**src/rtl/m_wbuart_pkg.sv**
```systemverilog
// m_wbuart_pkg: shared state encoding, register selects and status bit positions
package m_wbuart_pkg;
   typedef enum logic [1:0] {IDLE, START, DATA, STOP} tx_state_t;
   localparam logic REG_DATA   = 1'b0;
   localparam logic REG_STATUS = 1'b1;
   localparam int ST_EMPTY  = 0;
   localparam int ST_FULL   = 1;
   localparam int ST_TXIDLE = 2;
   localparam int ST_OVF    = 3;
   localparam int ST_COUNT  = 8;
endpackage

```
**src/rtl/m_wbuart_fifo.sv**
```systemverilog
// m_wbuart_fifo: byte FIFO with first-word fall-through output and occupancy count
module m_wbuart_fifo #(
   parameter int FIFOLOG2 = 3
) (
   input  logic                clk,
   input  logic                rst,
   input  logic                push,
   input  logic                pop,
   input  logic [7:0]          din,
   output logic [7:0]          dout,
   output logic                empty,
   output logic                full,
   output logic [FIFOLOG2:0]   count
);
   localparam logic [FIFOLOG2:0] DEPTH = {1'b1, {FIFOLOG2{1'b0}}};
   logic [7:0]          mem [2**FIFOLOG2];
   logic [FIFOLOG2-1:0] wptr, rptr;
   assign dout  = mem[rptr];
   assign empty = count == '0;
   assign full  = count == DEPTH;
   // storage has no reset; only the pointers and count define what is valid
   always_ff @(posedge clk)
      if (push) mem[wptr] <= din;
   // pointers wrap naturally at the depth; push and pop together keep count
   always_ff @(posedge clk)
      if (rst) begin
         wptr  <= '0;
         rptr  <= '0;
         count <= '0;
      end else begin
         if (push) wptr <= wptr + 1'b1;
         if (pop) rptr <= rptr + 1'b1;
         count <= count + (FIFOLOG2+1)'(push) - (FIFOLOG2+1)'(pop);
      end
endmodule

```
**src/rtl/m_wbuart_tx.sv**
```systemverilog
// m_wbuart_tx: wishbone slave that queues bytes and serialises them as 8N1 on TXD
module m_wbuart_tx
   import m_wbuart_pkg::*;
#(
   parameter int CLKDIV   = 104,
   parameter int FIFOLOG2 = 3
) (
   input  logic        CLK_I,
   input  logic        RST_I,
   input  logic        STB_I,
   input  logic        WE_I,
   input  logic        ADR_I,
   input  logic [3:0]  SEL_I,
   input  logic [31:0] DAT_I,
   output logic        ACK_O,
   output logic [31:0] DAT_O,
   output logic        TXD,
   output logic        txidle
);
   localparam logic [15:0] RELOAD = 16'(CLKDIV - 1);
   logic              acc, wr_data, rd_status, push, pop, ovf, empty, full, unused;
   logic [7:0]        dout, shreg, shreg_n;
   logic [FIFOLOG2:0] count;
   logic [31:0]       status;
   logic [15:0]       bcnt, bcnt_n;
   logic [2:0]        bidx, bidx_n;
   logic              txd_n, txidle_n;
   tx_state_t         state, state_n;
   assign unused    = ^{SEL_I[3:1], DAT_I[31:8]};
   assign acc       = STB_I & ~ACK_O;
   assign wr_data   = acc & WE_I & (ADR_I == REG_DATA) & SEL_I[0];
   assign rd_status = acc & ~WE_I & (ADR_I == REG_STATUS);
   assign push      = wr_data & (~full | pop);
   m_wbuart_fifo #(.FIFOLOG2(FIFOLOG2)) u_fifo (
      .clk(CLK_I), .rst(RST_I), .push(push), .pop(pop), .din(DAT_I[7:0]),
      .dout(dout), .empty(empty), .full(full), .count(count)
   );
   // status word assembled from live flags
   always_comb begin
      status                          = '0;
      status[ST_EMPTY]                = empty;
      status[ST_FULL]                 = full;
      status[ST_TXIDLE]               = txidle;
      status[ST_OVF]                  = ovf;
      status[ST_COUNT +: FIFOLOG2+1]  = count;
   end
   // bus handshake, read data and the sticky overflow flag
   always_ff @(posedge CLK_I)
      if (RST_I) begin
         ACK_O <= 1'b0;
         DAT_O <= '0;
         ovf   <= 1'b0;
      end else begin
         ACK_O <= acc;
         DAT_O <= rd_status ? status : '0;
         ovf   <= (wr_data & full & ~pop) | (ovf & ~rd_status);
      end
   // serialiser next state: start bit, eight data bits LSB first, stop bit
   always_comb begin
      state_n = state;
      bcnt_n  = (bcnt == '0) ? RELOAD : bcnt - 1'b1;
      bidx_n  = bidx;
      shreg_n = shreg;
      txd_n   = TXD;
      pop     = 1'b0;
      case (state)
         IDLE:
            if (!empty) begin
               pop     = 1'b1;
               shreg_n = dout;
               txd_n   = 1'b0;
               bcnt_n  = RELOAD;
               state_n = START;
            end
         START:
            if (bcnt == '0) begin
               txd_n   = shreg[0];
               bidx_n  = '0;
               state_n = DATA;
            end
         DATA:
            if (bcnt == '0) begin
               if (bidx == 3'd7) begin
                  txd_n   = 1'b1;
                  state_n = STOP;
               end else begin
                  bidx_n = bidx + 3'd1;
                  txd_n  = shreg[bidx + 3'd1];
               end
            end
         STOP:
            if (bcnt == '0) begin
               if (!empty) begin
                  pop     = 1'b1;
                  shreg_n = dout;
                  txd_n   = 1'b0;
                  state_n = START;
               end else begin
                  state_n = IDLE;
               end
            end
         default: state_n = IDLE;
      endcase
      txidle_n = (state_n == IDLE) & empty;
   end
   // serialiser registers; reset aborts any frame in flight
   always_ff @(posedge CLK_I)
      if (RST_I) begin
         state  <= IDLE;
         bcnt   <= '0;
         bidx   <= '0;
         shreg  <= '0;
         TXD    <= 1'b1;
         txidle <= 1'b1;
      end else begin
         state  <= state_n;
         bcnt   <= bcnt_n;
         bidx   <= bidx_n;
         shreg  <= shreg_n;
         TXD    <= txd_n;
         txidle <= txidle_n;
      end
endmodule
```
**config.mk**
```make
export PLATFORM = sky130hd
export DESIGN_NAME = m_wbuart_tx
export DESIGN_NICKNAME = d
export VERILOG_FILES = /design/src/rtl/m_wbuart_pkg.sv /design/src/rtl/m_wbuart_fifo.sv /design/src/rtl/m_wbuart_tx.sv
export SDC_FILE = /design/constraint.sdc
export NUM_CORES = 1
export LEC_CHECK = 0
export CAP_MARGIN = 20
export CORE_ASPECT_RATIO = 1.1
export CORE_UTILIZATION = 56
export CTS_BUF_LIST = sky130_fd_sc_hd__clkbuf_4 sky130_fd_sc_hd__clkbuf_8
export DETAILED_ROUTE_END_ITERATION = 12
export PLACE_DENSITY_LB_ADDON = 0.1
export SYNTH_ARGS = -nofsm -noshare
export SYNTH_HDL_FRONTEND = slang
export SYNTH_SLANG_ARGS = --single-unit
```
**constraint.sdc**
```tcl
create_clock -name CLK_I -period 4.25 [get_ports CLK_I]
set_clock_uncertainty 0.1 [all_clocks]
set_input_delay 0.425 -clock CLK_I [delete_from_list [all_inputs] [get_ports CLK_I]]
set_output_delay 0.425 -clock CLK_I [all_outputs]
set_load 0.05 [all_outputs]
```
## Yosys cells after proc, flatten, opt, wreduce, memory -nomap -nowiden

Memories as Yosys holds them, arrays and structs flattened. A register that Yosys moved wholly into a read port is not among the register bits.
Index checks and enable logic that the tools add are counted.

- Reductions and logical operators: 10
- $lt $le $gt $ge: 1
- Bitwise gates (word level): 19
- Multiplexer cells: 32
- Eq/ne operators: 9
- Add/sub/neg operators: 6

Operators by type and width:

| cell | number |
|---|---|
| 2-to-1 mux 16 bit | 3 |
| logical NOT 16 bit | 1 |
| 2-to-1 mux 8 bit | 2 |
| case mux 8 bit (2 select lines) | 1 |
| subtractor 16 x 1 -> 16 bit, second input constant | 1 |
| 2-to-1 mux 3 bit | 5 |
| AND 1 bit | 11 |
| 2-to-1 mux 1 bit | 11 |
| 2-to-1 mux 2 bit | 5 |
| adder 3 x 1 -> 3 bit, second input constant | 3 |
| != test 2 bit, second input constant | 4 |
| case mux 2 bit (4 select lines) | 1 |
| NOT 1 bit | 6 |
| case mux 3 bit (2 select lines) | 1 |
| adder 4 x 1 -> 4 bit | 1 |
| equality test 2 bit, second input constant | 2 |
| equality test 4 bit, second input constant | 1 |
| logical NOT 2 bit | 2 |
| logical NOT 4 bit | 1 |
| less-than comparator 3 x 4 -> 1 bit, second input constant | 1 |
| case mux 1 bit (4 select lines) | 1 |
| AND reduction 4 bit | 1 |
| nonzero test 2 bit | 2 |
| subtractor 4 x 1 -> 4 bit | 1 |
| other kinds (8) | 9 |

- Register bits after elaboration: 75
- Memories kept: 1
- Memory bits (writable): 64
- Logic and storage cells: 91

Memory list:

| memory | words | width | read ports | clocked after Yosys merged registers in | write ports | RTL line | text |
|---|---|---|---|---|---|---|---|
| u_fifo.mem | 8 | 8 | 1 | 1 | 1 | m_wbuart_fifo.sv:16 | `logic [7:0] mem [2**FIFOLOG2];` |

## Longest topological paths before layout

- Word-level depth: 8
- Depth in mapped cells: 12

## By module

A second synthesis with hierarchy kept.

- Cell total of the unflattened synthesis: 386
- Area, all modules: 5208.7 um2

Modules (own cells, without submodules):

| module | cells each | area each (um2) | times used |
|---|---|---|---|
| m_wbuart_fifo | 163 | 3101.7 | 1 |
| m_wbuart_tx | 223 | 2107.0 | 1 |

## Least setup slack after synthesis

Ideal clock, no wire load.

- Path type: register to register
- Start point: reg state[1]
- End point: mem u_fifo.mem[2][0], enable pin
- Data arrival time: 2.765 ns
- Period minus slack after synthesis: 3.263 ns
- Cell stages (with the launch flop): 7
- Path slack: 0.987 ns
- Path through: dfxtp_1 > inv_1 > ha_1 > o311ai_0 > o21bai_1 > nand2_1 > nor4b_1

- Longest elaborated chain between the ends: 6
- Elaborated cells on any way between the ends: 7
- Classes of those cells: eq/ne: 1; mux: 3; bitwise: 2; reduce/logical: 1

RTL lines:

| item | RTL line | text |
|---|---|---|
| from (decl) | m_wbuart_tx.sv:28 | `tx_state_t state, state_n;` |
| from (signal assigned) | m_wbuart_tx.sv:116 | `state <= state_n;` |
| equality test 2 bit or logical NOT 2 bit (tied branches) | m_wbuart_tx.sv:66 | `case (state)` |
| case mux 1 bit (2 select lines) * | m_wbuart_tx.sv:66 |  |
| bitwise OR 1 bit * | m_wbuart_tx.sv:33 | `assign push = wr_data & (~full \| pop);` |
| AND 1 bit * | m_wbuart_tx.sv:33 |  |
| 2-to-1 mux 1 bit * | m_wbuart_fifo.sv:23 | `if (push) mem[wptr] <= din;` |
| 2-to-1 mux 1 bit (implied by the code) * | m_wbuart_fifo.sv:23 |  |
| to (decl) | m_wbuart_fifo.sv:16 |  |

Mark *: on every way between the ends. The rest lies on a longest branch, timed or not.

## Worst setup path in the final report

- Start point: reg state[1]
- End point: reg u_fifo.count[2]

- Longest elaborated chain between the ends: 6
- Elaborated cells on any way between the ends: 7
- Classes of those cells: add/sub: 2; eq/ne: 1; mux: 1; bitwise: 2; reduce/logical: 1

RTL lines:

| item | RTL line | text |
|---|---|---|
| equality test 2 bit or logical NOT 2 bit (tied branches) | m_wbuart_tx.sv:66 |  |
| case mux 1 bit (2 select lines) * | m_wbuart_tx.sv:66 |  |
| bitwise OR 1 bit * | m_wbuart_tx.sv:33 |  |
| AND 1 bit * | m_wbuart_tx.sv:33 |  |
| via push | m_wbuart_tx.sv:21 | `logic acc, wr_data, rd_status, push, pop, ovf, empty, full, unused;` |
| adder 4 x 1 -> 4 bit * | m_wbuart_fifo.sv:33 | `count <= count + (FIFOLOG2+1)'(push) - (FIFOLOG2+1)'(pop);` |
| subtractor 4 x 1 -> 4 bit * | m_wbuart_fifo.sv:33 |  |
| to (signal assigned) | m_wbuart_fifo.sv:33 |  |
| to (decl) | m_wbuart_fifo.sv:13 | `output logic [FIFOLOG2:0] count` |

The timed path passes the listed nets; every way through them passes the cells marked *.
A chain may end at the register's enable or synchronous reset.

==> flow_metrics.tcl <==
set metrics [dict create \
    status "complete, no violations" \
    holdPathStages 1 \
    worstMarginPinSlew_ns 0.8112 \
    area_growth_pct 14.96 \
    final_util 0.6674 \
    portBuffers 24 \
    yosysSeqAreaShare 0.5800 \
    die_h_um 102.8 \
    fin_ws_ns 0.9735 \
    path_cells "inv_1 > ha_1 > o311ai_0 > o21bai_1 > nand2_1 > inv_1 > ha_1 > inv_1 > fa_1 > xor2_1 > nor2_1" \
    synth_edf_count 64 \
    ys_warn_count 0 \
    synth_ff_type "edfxtp_1" \
    leakage_uw 0.002109 \
    min_delay_worst_endpoint "DAT_O[2]" \
    post_cts_buffers 0 \
    grt_pass1_wl_mm 13.88 \
    period_share 0.7709 \
    r2r_start "state[1]" \
    cts_tree "built" \
    max-vdd-ir-drop_v 0.0003824 \
    worstHoldStart "txidle" \
    wl_mm 8.705 \
    htree_levels 4 \
    routedWlPerCell_um 15.49 \
    netlist.area_leader.share 0.3712 \
    die-width_um 93.68 \
    end_kind "flip-flop" \
    slowest_stage "o311ai_0" \
    tns_ns 0 \
    p_per_area_nw_per_um2 621.0 \
    crit_type "flip-flop to flip-flop" \
    cts_hold_buf 0 \
    diodes 0 \
    cp_max_fo 6 \
    ant_nets 0 \
    synthCells 399 \
    dieArea_um2 9635 \
    finalSetupViolCount 0 \
    post_cts_resized 0 \
    drive_gt1_frac 0.1696 \
    cts_buffers 17 \
    drv_slew 0 \
    cp-start-kind "flip-flop" \
    initial_core_util 0.5805 \
    place_congestion 0.8239 \
    r2r_slack_ns 0.97 \
    antenna_found_initial 0 \
    clk_pin_slew_ns 0.07 \
    design_area_um2 5952 \
    placed_area_um2 5485 \
    cpPeakStageDelay_ns 0.71 \
    io_pins 76 \
    nets 492 \
    yosysTopAreaCell "edfxtp_1" \
    synthesis.area_um2 5177 \
    synthArstFlopShare 0 \
    drt_iter0_drc 110 \
    clock_sinks 118 \
    grt_pass1_vias 2826 \
    r2r_end "u_fifo.count[2]" \
    fin_crit_ns 3.276 \
    slew-limit-headroom 0.4585 \
    synth_area_leaders "edfxtp_1 37%, dfxtp_1 21%, mux4_2 7.4%, buf_4 3.6%, ha_1 3.6%" \
    grt_max_degree 23 \
    grt.total_usage 0.1985 \
    crit_arrival_ns 3.49 \
    detailedPlace.worstSlack_ns 1.019 \
    avgSynthCellArea_um2 12.98 \
    ys_ff_latch 118 \
    synth_cell_type_count 52 \
    gr-total-overflow 0 \
    hold_path.class "flip-flop to flip-flop" \
    cpMostUsedCell "inv_1" \
    cp.buffers_inverters 3 \
    via_per_inst 5.440 \
    clk-insertion-delay-late_ns 0.42 \
    hold_viol 0 \
    timing.max_cap.violations 0 \
    rsz0062_at_grt "no" \
    r2r_cells 11 \
    dr.pass1.iters 4 \
    vias 3057 \
    rows 36 \
    cts-root-buf "clkbuf_8" \
    max_clock_freq_ghz 0.3052 \
    core_um2 8919 \
    cp.required_ns 4.46 \
    dpl.hpwl_mm 5.822 \
    drc 0 \
    cp_top_family "compound AO/OA/AOI/OAI gates" \
    clockBufferDepth 2 \
]
flip-flops by register name, indices dropped and copies added, names as in the netlist, named ones only:
name,flops
u_fifo.rptr,3
ovf,1
u_fifo.mem,64
txidle,1
bcnt,16
u_fifo.wptr,3
u_fifo.count,4
state,2
DAT_O,8
ACK_O,1
bidx,3
TXD,1
shreg,8
worst register-to-register path: stages (launching register included):
cell and delay (ns):
dfxtp_1 0.44, inv_1 0.12, ha_1 0.37, o311ai_0 0.71, o21bai_1 0.28, nand2_1 0.21, inv_1 0.12, ha_1 0.19
inv_1 0.06, fa_1 0.37, xor2_1 0.15, nor2_1 0.05
where the power goes:
part | internal (uW) | switching, uW
Combinational | 492 | 599
Sequential | 1330 | 138
Clock | 657 | 485
Total | 2470 | 1220
layer usage:
metal | vias to the layer above | track usage | routed length (um)
li1 | 1493 | - | -
met1 | 1487 | 0.2413 | 3811
met2 | 64 | 0.3346 | 4409
met3 | 13 | 0.05531 | 332
met4 | 0 | 0.08284 | 152
met5 | - | 0 | 0
synthesized netlist by cell type, types with 3 or more instances:
| cell type | number |
|---|---|
| edfxtp_1 | 64 |
| nor2b_1 | 3 |
| xnor2_1 | 12 |
| nand3_1 | 3 |
| o21ai_0 | 5 |
| clkbuf_1 | 11 |
| mux2i_1 | 15 |
| or3_1 | 4 |
| and2_1 | 7 |
| a21oi_1 | 23 |
| nand2_1 | 11 |
| buf_2 | 4 |
| a31o_2 | 3 |
| inv_1 | 14 |
| dfxtp_1 | 54 |
| a211oi_1 | 8 |
| xor2_1 | 4 |
| nor3b_1 | 5 |
| buf_4 | 25 |
| or4_1 | 4 |
| nor2_1 | 34 |
| o31ai_1 | 3 |
| nor4_1 | 5 |
| ha_1 | 15 |
| nor3_1 | 9 |
| nand2b_1 | 6 |
| mux4_2 | 17 |
metrics by stage:
stage	std cells	power (uW)	hold WS [ns]
floorplan	422	2376	0.3229
global route	562	3919	0.3738
global placement	529	2547	0.3405
CTS	561	3724	0.3572
finish	562	3696	0.3557
detailed placement	529	2577	0.3396
worst max-delay path by stage:
stage / startpoint / endpoint / slack, ns / depth (start not counted)
2_1_floorplan: state[1] / u_fifo.mem[2][0] / 0.99 / 6
6_report: state[1] / u_fifo.count[2] / 0.97 / 11
4_1_cts: state[1] / u_fifo.count[2] / 0.98 / 11
3_5_place_dp: state[1] / u_fifo.count[2] / 1.02 / 11
3_3_place_gp: state[1] / u_fifo.count[2] / 1.11 / 11
5_1_grt: state[1] / u_fifo.count[2] / 0.75 / 11
layout make-up:
class / instances / area (um2)
Tap cell: 114 / 142.6
Multi-Input combinational cell: 248 / 1964
Timing Repair Buffer: 36 / 337.8
Fill cell: 650 / 2967
Clock inverter: 15 / 217.7
Sequential cell: 118 / 3003
Inverter: 14 / 52.55
Clock buffer: 17 / 234.0
kinds of logic (layout without fill, tap and decap cells):
family | Yosys count | after routing | synth area share
adder cells (fa/ha/maj) | 16 | 16 | 0.04012
flip-flops | 118 | 118 | 0.5800
multiplexers | 32 | 32 | 0.1029
other | 1 | 24 | 0.0007243
XOR/XNOR | 16 | 16 | 0.02707
AO/OA/AOI/OAI | 56 | 56 | 0.07443
AND/OR/NAND/NOR | 104 | 104 | 0.1150
buffers and inverters | 56 | 82 | 0.05969
layout by cell type, fill, tap and decap left out, drive strengths merged, types with 6 or more instances in the layout:
cell type	Yosys	final
edfxtp	64	64
dfxtp	54	54
nor2	34	34
conb	1	24
clkdlybuf4s50	0	24
a21oi	23	23
inv	14	21
mux4	17	17
clkbuf	11	17
mux2i	15	15
ha	15	15
xnor2	12	12
buf	31	12
nand2	11	11
nor3	9	9
a211oi	8	8
nor4	8	8
and2	7	7
nand2b	6	6
nor3b	6	6
o21ai	6	6
Power figures use the tool's default switching activity.
